$ cat src/rtl/fifo_stream_out_pkg.sv
// Shared sizing constants for the fifo read-side stream adapter.
// Buffer depth and count width live here so both levels agree.
package fifo_stream_out_pkg;

  localparam int CNT_W = 2;
  localparam logic [CNT_W-1:0] BUF_DEPTH = 2'd2;

endpackage

$ cat src/rtl/fifo_stream_out_skid_buf.sv
// Two-entry valid/ready buffer: head drives the stream, skid
// catches one extra word while the consumer stalls.
module stream_skid_buf
  import fifo_stream_out_pkg::*;
#(
  parameter int DATA_WIDTH = 8
) (
  input  logic                  clk,
  input  logic                  rst,
  input  logic                  push,
  input  logic [DATA_WIDTH-1:0] push_data,
  input  logic                  pop,
  output logic [DATA_WIDTH-1:0] head,
  output logic [CNT_W-1:0]      cnt
);

  logic [DATA_WIDTH-1:0] skid;
  logic [DATA_WIDTH-1:0] head_d;
  logic [CNT_W-1:0]      cnt_nxt;
  logic                  head_we;
  logic                  skid_we;

  always_comb begin
    cnt_nxt = cnt;
    head_we = 1'b0;
    head_d  = push_data;
    skid_we = 1'b0;
    unique case (cnt)
      2'd0: begin
        if (push) begin
          cnt_nxt = 2'd1;
          head_we = 1'b1;
        end
      end
      2'd1: begin
        if (push && pop) begin
          head_we = 1'b1;
        end else if (push) begin
          skid_we = 1'b1;
          cnt_nxt = 2'd2;
        end else if (pop) begin
          cnt_nxt = 2'd0;
        end
      end
      2'd2: begin
        // a push without a pop cannot arrive here: the issuer stops at 2
        if (pop) begin
          head_we = 1'b1;
          head_d  = skid;
          if (push) skid_we = 1'b1;
          else      cnt_nxt = 2'd1;
        end
      end
      default: cnt_nxt = '0;
    endcase
  end

  always_ff @(posedge clk) begin
    if (rst) cnt <= '0;
    else     cnt <= cnt_nxt;
  end

  always_ff @(posedge clk) begin
    if (head_we) head <= head_d;
    if (skid_we) skid <= push_data;
  end

endmodule

$ cat src/rtl/fifo_stream_out.sv
// Fifo read-side adapter: turns rd_en/empty into a registered
// valid/ready stream, hiding the fifo's one-cycle read latency.
module fifo_stream_out
  import fifo_stream_out_pkg::*;
#(
  parameter int DATA_WIDTH = 8
) (
  input  logic                  clk,
  input  logic                  rst,
  input  logic [DATA_WIDTH-1:0] fifo_rd_data_i,
  input  logic                  fifo_empty_i,
  output logic                  fifo_rd_en_o,
  output logic [DATA_WIDTH-1:0] m_data_o,
  output logic                  m_valid_o,
  input  logic                  m_ready_i,
  output logic [1:0]            count_o
);

  logic             inflight;
  logic             pop;
  logic [CNT_W-1:0] buf_cnt;
  logic [2:0]       occ;

  assign pop = m_valid_o & m_ready_i;

  // ready feeds the read strobe so a pop frees a slot the same cycle
  assign occ = 3'(buf_cnt) + 3'(inflight) - 3'(pop);

  assign fifo_rd_en_o = !rst && !fifo_empty_i
                     && (occ < 3'(BUF_DEPTH));

  always_ff @(posedge clk) begin
    if (rst) inflight <= 1'b0;
    else     inflight <= fifo_rd_en_o;
  end

  stream_skid_buf #(
    .DATA_WIDTH(DATA_WIDTH)
  ) u_buf (
    .clk      (clk),
    .rst      (rst),
    .push     (inflight),
    .push_data(fifo_rd_data_i),
    .pop      (pop),
    .head     (m_data_o),
    .cnt      (buf_cnt)
  );

  assign m_valid_o = (buf_cnt != '0);
  assign count_o   = buf_cnt;

endmodule

$ cat config.mk
export PLATFORM = sky130hd
export DESIGN_NAME = fifo_stream_out
export DESIGN_NICKNAME = d
export VERILOG_FILES = /design/src/rtl/fifo_stream_out_pkg.sv /design/src/rtl/fifo_stream_out_skid_buf.sv /design/src/rtl/fifo_stream_out.sv
export SDC_FILE = /design/constraint.sdc
export NUM_CORES = 1
export LEC_CHECK = 0
export CAP_MARGIN = 10
export CORE_AREA = 2 2 51 53
export CTS_BUF_LIST = sky130_fd_sc_hd__clkbuf_8 sky130_fd_sc_hd__clkbuf_16
export CTS_CLUSTER_DIAMETER = 80
export DETAILED_ROUTE_END_ITERATION = 7
export DIE_AREA = 0 0 53 55
export DONT_BUFFER_PORTS = 1
export MAX_ROUTING_LAYER = met4
export PLACE_DENSITY_LB_ADDON = 0.12
export SYNTH_ARGS = -nofsm -noshare
export SYNTH_HDL_FRONTEND = slang
export SYNTH_SLANG_ARGS = --single-unit
$ cat constraint.sdc
create_clock -name clk -period 6.5 [get_ports clk]
set_input_delay 0.325 -clock clk [delete_from_list [all_inputs] [get_ports clk]]
set_output_delay 0.325 -clock clk [all_outputs]
set_load 0.02 [all_outputs]
==> metrics.yaml <==
status: "finished clean"
root_buffer: "clkbuf_8"
numCtsBuffers: 3
dieArea_um2: 2920
clock_latency_ns: 0.25
fmax_mhz: 288
rsz0062_at_grt: "false"
synth_adder_area_share_pct: 9.07
tns_ns: 0
setup_slack_ns: 3.03
ys_async_sr_fraction_pct: 0
drt-initial-drc-count: 6
cp_data_required_time_ns: 6.17
dr.pass1.iters: 3
ys_warn_count: 0
start_util_pct: 38.5
clockBufferDepth: 2
grt_pass1_wl_mm: 2.35
coreArea_um2: 2360
critPathLaunchType: "flip-flop"
num_io_pins: 24
p_leak_nw: 0.355
gr-total-overflow: 0
die_x_um: 53
syn_nets: 79
power.density_cell_area_nw_per_um2: 331
grt_pass1_vias: 496
syn-mean-instance-area_um2: 14.9
sw_frac_of_total_pct: 32.2
drt-vias-per-instance: 5.33
p_clk_share_pct: 23.8
maxCapViolations: 0
power_frac_seq_pct: 54.2
wl_per_cell_um: 15.9
yosysTopAreaCell: "edfxtp_1"
cts_tree: "done"
synth_top_area_share_pct: 52.7
die_h_um: 55
ys_seq_area_share_pct: 59.3
timing.slew.headroom_pct: 36.8
vias: 506
yosys-top-cells-area: "edfxtp_1 (53%), mux2_1 (9.9%), ha_1 (6.9%)"
synth-compound-area-share_pct: 7.69
syn_to_final_growth_pct: 9.20
power_switching_w: 0.000106
fin_skew_ns: 0.00131
drc_errors: 0
tightest_slew_ns: 0.935
ys_ff_latch: 19
syn-cell-area_um2: 911
synth_top_family_by_area: "simple AND/OR/NAND/NOR gates"
cts_resized: 0
h-tree-depth: 1
synth_cells: 61
postCtsSetupBuffers: 0
yosys.area_share.simple_pct: 11.4
ir_drop_mv: 0.247
crit_type: "flip-flop to primary output"
slew_viol_final: 0
post-place-ws_ns: 3.24
grtUsageTotal_pct: 12.2
p_comb_share_pct: 22.0
muxShareOfSynthArea_pct: 9.89
internal_power_w: 0.000223
finalCritPeriodShare_pct: 53.4
synth.distinct_cells: 24
io_buffers: 0
synth_xor_xnor_area_share_pct: 0.962
grt_start_max_net_pins: 12
rows: 18
cts_sinks: 19
setup_viol: 0
routabilityCongestion: 0.807
postCtsHoldBufs: 0
drive_gt1_share_pct: 15.4
arrival_ns: 3.15
clk_pin_slew_ns: 0.07
ant_nets: 0
diodes: 0
min-delay-path-class: "primary input to flip-flop"
nets: 84
critPathCaptureType: "primary output"
finalCriticalPeriod_ns: 3.47
crit_fanout: 7
routed_wl_mm: 1.51
synth_flop_cell: "edfxtp_1"
antenna_found_initial: 0
hold_violations: 0
synth_edf_count: 16
## area by class of cell
cell class | count | area (um2)
well taps | 30 | 37.5
clock inverters | 1 | 5.00
clock buffers | 3 | 41.3
inverters | 4 | 15.0
flip-flops and latches | 19 | 541
fillers | 230 | 1370
multi-input cells | 38 | 355
## power groups by stage
stage                     Combinational (W)  Sequential (W)  Clock (W)
after floorplan                   0.0000596        0.000178          0
after global placement            0.0000724        0.000181          0
after detailed placement          0.0000723        0.000182          0
after CTS                         0.0000727        0.000179  0.0000830
after global routing              0.0000807        0.000181  0.0000872
final                             0.0000724        0.000178  0.0000784
## cells by family after synthesis
kind of cell / count (synthesis)
flops: 19
simple gates: 14
compound gates: 9
mux: 8
fa+ha+maj: 6
buf+inv: 4
xor+xnor: 1
## per-layer routing
metal | share of wire [%] | GRT usage (%) | vias up
met5 | 0 | - | -
met3 | 6.1 | 5.11 | 2
met1 | 47 | 14.8 | 248
li1 | - | - | 240
met2 | 46 | 19.2 | 16
met4 | 0.66 | 2.56 | 0
## flip-flops by register name, summed over array words and instances, names as in the netlist
signal / count
u_buf.cnt: 2
u_buf.skid: 8
u_buf.head: 8
inflight: 1
## synthesized netlist by cell type (2+ instances only)
master     n
edfxtp_1  16
mux2_1     8
ha_1       5
a21oi_1    4
dfxtp_1    3
inv_1      3
nand2_1    3
nand2b_1   2
nor4b_1    2
## worst paths after layout
| path | from | end | slack, ns | depth (start not counted) |
|---|---|---|---|---|
| setup / recovery | u_buf.cnt[1]$_SDFFE_PP0P_ | fifo_rd_en_o | 3.03 | 8 |
| hold / removal | rst | inflight$_SDFF_PP0_ | 0.14 | 1 |
| setup reg to reg | u_buf.cnt[1]$_SDFFE_PP0P_ | u_buf.head[4]$_DFFE_PP_ | 3.97 | 5 |
| hold reg to reg | u_buf.skid[5]$_DFFE_PP_ | u_buf.head[5]$_DFFE_PP_ | 0.53 | 1 |
## critical path, cell delays in order (launching register included)
cell and delay, ns:
dfxtp_1 0.60, inv_1 0.16, ha_1 0.27, nand2b_2 0.22, nor2_1 0.18, o21ai_1 0.11, fa_1 0.38, xor2_1 0.17
nor4b_1 0.80
## through the flow
step                      area (um2)  util [%]  instances  total power (W)  hold WS, ns
after floorplan                  911         -         61         0.000237        0.402
after global placement           948      40.1         91         0.000254        0.406
after detailed placement         948      40.1         91         0.000254        0.405
after CTS                        995      42.1         95         0.000334        0.137
after global routing             995      42.1         95         0.000349        0.137
final                            995      42.1         95         0.000329        0.143
## placed cells by master (no fill, tap or decap), drive strengths merged
cell type,instances
ha,5
clkinv,1
xor2,1
fa,1
o21ai,1
nor3b,1
nor2,1
dfxtp,3
a21o,1
clkbuf,3
inv,4
nor4b,2
nand2b,3
nand2,3
mux2,8
a21oi,4
o41ai,1
nand4,1
and3b,1
or2,1
o311a,1
edfxtp,16
nand3,1
a311o,1
Note: power is estimated with default switching activity, not from simulation.
